==> src/rtl/nibbler_io_pkg.sv <==
// Shared constants for the nibbler processor I/O conditioning blocks.
package nibbler_io_pkg;
    localparam int NUM_BUTTONS             = 4;
    localparam int DEFAULT_DEBOUNCE_CYCLES = 1000;
endpackage

==> src/rtl/debounce_channel.sv <==
// One pushbutton channel: 2-FF synchroniser, stability counter, debounced level,
// registered press/release pulses and a sticky press flag.
module debounce_channel
    import nibbler_io_pkg::*;
#(
    parameter int DEBOUNCE_CYCLES = DEFAULT_DEBOUNCE_CYCLES,
    parameter int CNT_WIDTH       = $clog2(DEBOUNCE_CYCLES + 1)
) (
    input  logic clock,
    input  logic reset,
    input  logic raw,
    input  logic clear,
    output logic level,
    output logic press_pulse,
    output logic release_pulse,
    output logic press_flag
);

    localparam logic [CNT_WIDTH-1:0] LAST = CNT_WIDTH'(DEBOUNCE_CYCLES - 1);

    logic                 sync1;
    logic                 sync2;
    logic [CNT_WIDTH-1:0] cnt;

    always_ff @(posedge clock or negedge reset) begin
        if (!reset) begin
            sync1         <= 1'b0;
            sync2         <= 1'b0;
            cnt           <= '0;
            level         <= 1'b0;
            press_pulse   <= 1'b0;
            release_pulse <= 1'b0;
            press_flag    <= 1'b0;
        end else begin
            sync1         <= raw;
            sync2         <= sync1;
            press_pulse   <= 1'b0;
            release_pulse <= 1'b0;
            // Any return to the current level throws away the partial count.
            if (sync2 == level) begin
                cnt <= '0;
            end else if (cnt == LAST) begin
                level         <= sync2;
                cnt           <= '0;
                press_pulse   <= sync2;
                release_pulse <= ~sync2;
            end else begin
                cnt <= cnt + CNT_WIDTH'(1);
            end
            // A press landing on the same edge as a clear must survive.
            press_flag <= press_pulse | (press_flag & ~clear);
        end
    end

endmodule

==> src/rtl/button_debouncer.sv <==
// Conditions the four raw pushbuttons into clean levels, edge pulses and sticky
// press flags for the processor's pushbuttons input port.
module button_debouncer
    import nibbler_io_pkg::*;
#(
    parameter int DEBOUNCE_CYCLES = DEFAULT_DEBOUNCE_CYCLES,
    parameter int CNT_WIDTH       = $clog2(DEBOUNCE_CYCLES + 1)
) (
    input  logic                   clock,
    input  logic                   reset,
    input  logic [NUM_BUTTONS-1:0] raw_buttons,
    input  logic [NUM_BUTTONS-1:0] clear_flags,
    output logic [NUM_BUTTONS-1:0] btn_level,
    output logic [NUM_BUTTONS-1:0] press_pulse,
    output logic [NUM_BUTTONS-1:0] release_pulse,
    output logic [NUM_BUTTONS-1:0] press_flags
);

    for (genvar i = 0; i < NUM_BUTTONS; i++) begin : g_chan
        debounce_channel #(
            .DEBOUNCE_CYCLES (DEBOUNCE_CYCLES),
            .CNT_WIDTH       (CNT_WIDTH)
        ) u_chan (
            .clock         (clock),
            .reset         (reset),
            .raw           (raw_buttons[i]),
            .clear         (clear_flags[i]),
            .level         (btn_level[i]),
            .press_pulse   (press_pulse[i]),
            .release_pulse (release_pulse[i]),
            .press_flag    (press_flags[i])
        );
    end

endmodule

==> config.mk <==
export PLATFORM = sky130hd
export DESIGN_NAME = button_debouncer
export DESIGN_NICKNAME = d
export VERILOG_FILES = /design/src/rtl/nibbler_io_pkg.sv /design/src/rtl/debounce_channel.sv /design/src/rtl/button_debouncer.sv
export SDC_FILE = /design/constraint.sdc
export NUM_CORES = 1
export LEC_CHECK = 0
export BUFFER_PORTS_ARGS = -buffer_cell sky130_fd_sc_hd__clkbuf_2
export CAP_MARGIN = 40
export CORE_MARGIN = 10
export CORE_UTILIZATION = 50
export CTS_BUF_LIST = sky130_fd_sc_hd__clkbuf_2
export DETAILED_ROUTE_END_ITERATION = 12
export HOLD_SLACK_MARGIN = 0.06
export PLACE_DENSITY = 0.66
export SYNTH_ARGS = -nofsm -noshare
export SYNTH_HDL_FRONTEND = slang
export SYNTH_SLANG_ARGS = --single-unit
==> constraint.sdc <==
create_clock -name clock -period 1.8 [get_ports clock]
set_input_delay 0.09 -clock clock [delete_from_list [all_inputs] [get_ports clock]]
set_output_delay 0.09 -clock clock [all_outputs]
set_load 0.02 [all_outputs]
==> Yosys cells after proc, flatten, opt, wreduce, memory -nomap -nowiden <==
Cells that the tools add are included.
{ "word_totals": {"regBits": 64, "in_bits": 10, "output_inout_bits": 16, "elab_cells": 88} }
{ "classes": {"addsub": 4, "eq_ne": 8, "mux": 24, "bitwise_logic": 20, "reduce_logical": 4} }
{ "op_table": {"columns": ["cell", "n"], "rows": [
  ["two-way mux 10 bit", 8],
  ["adder 10 x 1 -> 10 bit, second input constant", 4],
  ["equality test 10 bit, second input constant", 4],
  ["two-way mux 1 bit", 16],
  ["NOT 1 bit", 12],
  ["AND reduction 2 bit", 4],
  ["AND 1 bit", 4],
  ["equality test 1 bit", 4],
  ["OR 1 bit", 4]
]} }

==> Depth between registers and ports, before layout <==
{ "depth": {"ltp_word": 3, "ltp_mapped": 5, "ltp_nobuf": 5} }

==> Hierarchy <==
A second synthesis with hierarchy kept.
{ "unflattened": {"hier_cells": 252, "area_unflattened_um2": 2862.7} }
{ "modules_own_cells": {"columns": ["module", "n_inst", "cells_each", "area_each_um2", "seq_area_each_um2"], "rows": [
  ["debounce_channel", 4, 63, 715.7, 400.4]
]} }

==> Least setup slack after synthesis <==
Ideal clock, no wire load.
{ "synth_timing": {"kind": "reg-to-reg", "startpoint": "register g_chan[0].u_chan.cnt[0]", "endpoint": "register g_chan[0].u_chan.level", "setup_ps": 125, "arrival_ps": 1498, "required_time_ps": 1675, "path_slack_ps": 177, "stages_incl_launch_ff": 5, "n_path_buf": 0, "synth_period_minus_slack_ps": 1623, "cell_sequence": "dfrtp_1 > ha_1 > nand2_1 > or4_4 > mux2_4"} }
{ "synth_via": {"elab_chain_len": 2} }
{ "synth_lines": {"columns": ["element", "line", "source"], "rows": [
  ["start: declaration", "debounce_channel.sv:23", "logic [CNT_WIDTH-1:0] cnt;"],
  ["start signal: assignment", "debounce_channel.sv:48", "cnt <= cnt + CNT_WIDTH'(1);"],
  ["equality test 10 bit", "debounce_channel.sv:42", "end else if (cnt == LAST) begin"],
  ["AND reduction 2 bit (no line)", null, null],
  ["end signal: assignment", "debounce_channel.sv:43", "level <= sync2;"],
  ["end: declaration", "debounce_channel.sv:13", "output logic level,"]
]} }
No other way between the ends.
A chain may end at the register's enable or synchronous reset.

==> Final worst setup path <==
{ "layout_timing": {"startpoint": "register g_chan[1].u_chan.cnt[0]", "endpoint": "register g_chan[1].u_chan.level"} }
{ "layout_via": {"elab_chain_len": 2} }
{ "layout_lines": {"columns": ["element", "line"], "rows": [
  ["start: declaration", "debounce_channel.sv:23"],
  ["start signal: assignment", "debounce_channel.sv:48"],
  ["equality test 10 bit", "debounce_channel.sv:42"],
  ["AND reduction 2 bit (no line)", null],
  ["end signal: assignment", "debounce_channel.sv:43"],
  ["end: declaration", "debounce_channel.sv:13"]
]} }
No other way between the ends.

==> summary.md <==
| Metric | Value |
|---|---|
| Count of cell types in the netlist | `29` |
| Placer Congestion | `0.757` |
| Fmax | `591 MHz` |
| CTS tree | `yes` |
| Vias in the first global route | `1,808` |
| Area delta synth->final | `11.9%` |
| Reg2reg start | `g_chan[1].u_chan.cnt[0]` |
| Pins over their slew limit | `0` |
| Max Cap Viol | `0` |
| Pint | `0.00197 W` |
| Pre-CTS setup slack | `0.0999 ns` |
| HP Class | `primary input to asynchronous set/reset pin` |
| Gr usage total | `11.6%` |
| Crit path kind | `flip-flop to flip-flop` |
| DRT Wirelength | `4.69 mm` |
| Final setup TNS | `0 ns` |
| Post-route antenna net violation count | `0` |
| Largest stage delay on the critical path | `0.55 ns` |
| CP top delay family | `simple AND/OR/NAND/NOR gates` |
| Post-synthesis xor/xnor area fraction | `7.90%` |
| Setup-failing EPs final | `0` |
| Post-route minimum period | `1.69 ns` |
| Max VDD drop | `422 uV` |
| N_diodes | `0` |
| Placed cells | `348` |
| PortBufs | `25` |
| Mapped Avg Cell Area | `10.8 um2` |
| Sequential-to-total area share from yosys stat | `55.5%` |
| Initial antenna violation count | `0` |
| Worst-case clock skew | `0.0166 ns` |
| Slew margin rel. | `64.2%` |
| Die ar. | `0.00921 mm2` |
| RSZ-0062 raised after global routing | `false` |
| Rows | `27` |
| CTS clk-pin slew, worst paths | `0.16 ns` |
| Synthesized flop and latch total | `64` |
| Pre-antenna DRT Iters | `4` |
| Most frequent cells in the layout | `64 x dfrtp_1, 56 x nor2_1, 35 x clkbuf_2, 20 x nand3_1, 18 x xnor2_1` |
| Clock power frac | `36.4%` |
| Tcrit/Tclk final | `94.1%` |
| Layout Cells excl Fill | `374` |
| Sw power | `0.000581 W` |
| Worst-path fanout max | `4` |
| Critical Path Source Type | `flip-flop` |
| Main combinational cell family by area after synthesis | `simple AND/OR/NAND/NOR gates` |
| Worst-margin pin slew | `0.534 ns` |
| Root Driver | `clkbuf_2` |
| Avg WL per Cell | `12.5 um` |
| Worst Path Arrival | `2.08 ns` |
| Share of cells above drive strength 1 | `21.2%` |
| Ports | `26` |
| DRC errors left | `0` |
| Synth Warn # | `0` |
| Status | `finished, final reports clean` |
| Die width | `95.9 um` |
| Switching part of the total | `22.7%` |
| Final core occ | `58.2%` |
| CP max-delay cell | `or4_4` |
| Post-DP HPWL | `3.19 mm` |
| Total global routing overflow | `0` |
| # resized after CTS | `0` |
| Critical Path Sink Type | `flip-flop` |
| Later-pin clock latency in the skew report | `0.48 ns` |
| Most common library cell in the layout ignoring fill and taps | `dfrtp_1` |
| Via count | `1,864` |
| Pwr Density | `792 mW/mm2` |
| Synth Area in Simple Gates | `19.9%` |
| Critical path buffer and inverter count | `0` |
| Initial Util | `52.1%` |
| Die Ht | `95.9 um` |
| Mux cell area share after synthesis | `1.95%` |
| Filler cell count | `474` |
| CORE AREA | `0.00554 mm2` |
| Syn_nets | `280` |
| Worst setup path startpoint | `g_chan[1].u_chan.cnt[0]` |
| Worst EP required | `2.18 ns` |
| Fin. Hold Viols | `0` |
| Htree depth | `3` |
| Initial drt markers | `87` |
| Compound-Gate Fraction of Synth Area | `7.38%` |
| Flop pwr share | `58.7%` |
| Clock Path Buffers | `2` |
| Largest net degree at the start of global routing | `65` |
| CTS Buf Count | `9` |
| Layout Nets | `312` |
| Synth Instances | `266` |
| Crit path cell chain | `ha_1 -> nand2_1 -> or4_4 -> mux2_4` |
| PnR worst setup slack | `0.107 ns` |
| Static leakage | `1.54 nW` |
| Logic gate share of total power | `5.0%` |
| Clk sinks | `64` |
| First-pass GRT wire length | `8.22 mm` |
| Average via count per standard cell | `4.98` |
| Cell area after synthesis | `0.00288 mm2` |
| Synth Area in Adders | `1.74%` |
[logic make-up (layout without fill, tap and decap cells)]
kind of cell	after synthesis	in the layout
adder cells (fa/ha/maj)	4	4
buffers and inverters	27	63
XOR/XNOR	26	26
AND/OR/NAND/NOR	112	112
AO/OA/AOI/OAI	29	29
multiplexers	4	4
flip-flops	64	64
[worst reg2reg max path: stages (launching register included)]
cell and delay [ns]:
dfrtp_1 0.42, ha_1 0.22, nand2_1 0.10, or4_4 0.55, mux2_4 0.31
[layout make-up]
cell class / count / area (um2) / share of cell area [%]
clock buffers: 10 / 50.0 / 1.55
clock inverters: 5 / 72.6 / 2.25
well taps: 72 / 90.1 / 2.79
multi-input cells: 175 / 1120 / 34.7
repair buffers: 37 / 250 / 7.75
inverters: 11 / 41.3 / 1.28
flip-flops and latches: 64 / 1600 / 49.6
[routing by layer]
| layer | routed length [um] | share of wire, % | GRT usage, % |
|---|---|---|---|
| met5 | 0 | 0 | 0 |
| met4 | 125 | 2.7 | 7.00 |
| met3 | 269 | 5.7 | 3.97 |
| met2 | 2010 | 43 | 17.0 |
| met1 | 2290 | 49 | 14.4 |
[metrics by stage]
step                total power [W]  cell area (um2)  hold slack, ns
floorplan                   0.00158             2880          -0.206
global placement            0.00164             3000           0.129
detailed placement          0.00164             3000           0.131
CTS                         0.00259             3210           0.112
global route                0.00268             3230          0.0964
finish                      0.00256             3230           0.126
[Yosys cell counts]
cell	n	area (um2)
dfrtp_1	64	1600
nor2_1	56	210
nand3_1	20	100
xnor2_1	18	158
buf_4	16	120
inv_1	11	41.3
a21oi_1	9	45.0
nor3b_1	8	60.1
xor2_1	8	70.1
nand2_1	7	26.3
o221a_2	6	67.6
a21o_1	4	30.0
ha_1	4	50.1
nand2b_1	4	25.0
a31o_2	3	26.3
a31oi_1	3	18.8
mux2_4	3	45.0
nand4_2	3	37.5
nor3_1	3	15.0
o21ai_0	3	15.0
or2b_2	3	26.3
or4_4	3	33.8
and3_1	1	6.26
and4_1	1	8.76
and4bb_2	1	12.5
mux2_2	1	11.3
nand4_1	1	6.26
nor4_1	1	6.26
o211a_1	1	10.0
[repair_timing]
action / CTS / global route
hold buffers: 9 / 0
endpoints found under the setup margin: 0 / 6
setup buffers: 0 / 2
endpoints found under the hold margin: 72 / 0
[power by group through the flow]
stage	registers, W	clock network, W	logic, W
after detailed placement	0.00153	0	0.000111
after floorplan	0.00152	0	0.0000572
final	0.00150	0.000930	0.000127
after global routing	0.00151	0.00102	0.000147
after CTS	0.00150	0.000962	0.000126
after global placement	0.00153	0	0.000111
[sequential cells by signal (all words and copies together), names as in the netlist]
signal,count
g_chan.u_chan.cnt,40
g_chan.u_chan.level,4
g_chan.u_chan.press_flag,4
g_chan.u_chan.press_pulse,4
g_chan.u_chan.release_pulse,4
g_chan.u_chan.sync1,4
g_chan.u_chan.sync2,4
[path summary, 6_finish.rpt]
check	to	slack (ns)	cells past startpoint
max	g_chan[1].u_chan.level	0.11	4
min	g_chan[1].u_chan.sync1	0.13	3
max reg2reg	g_chan[1].u_chan.level	0.11	4
min reg2reg	g_chan[2].u_chan.sync2	0.37	0
max in group asynchronous	g_chan[0].u_chan.cnt[1]	1.39	3
min in group clock	g_chan[1].u_chan.sync1	0.25	2
Power figures use the tool's default switching activity.
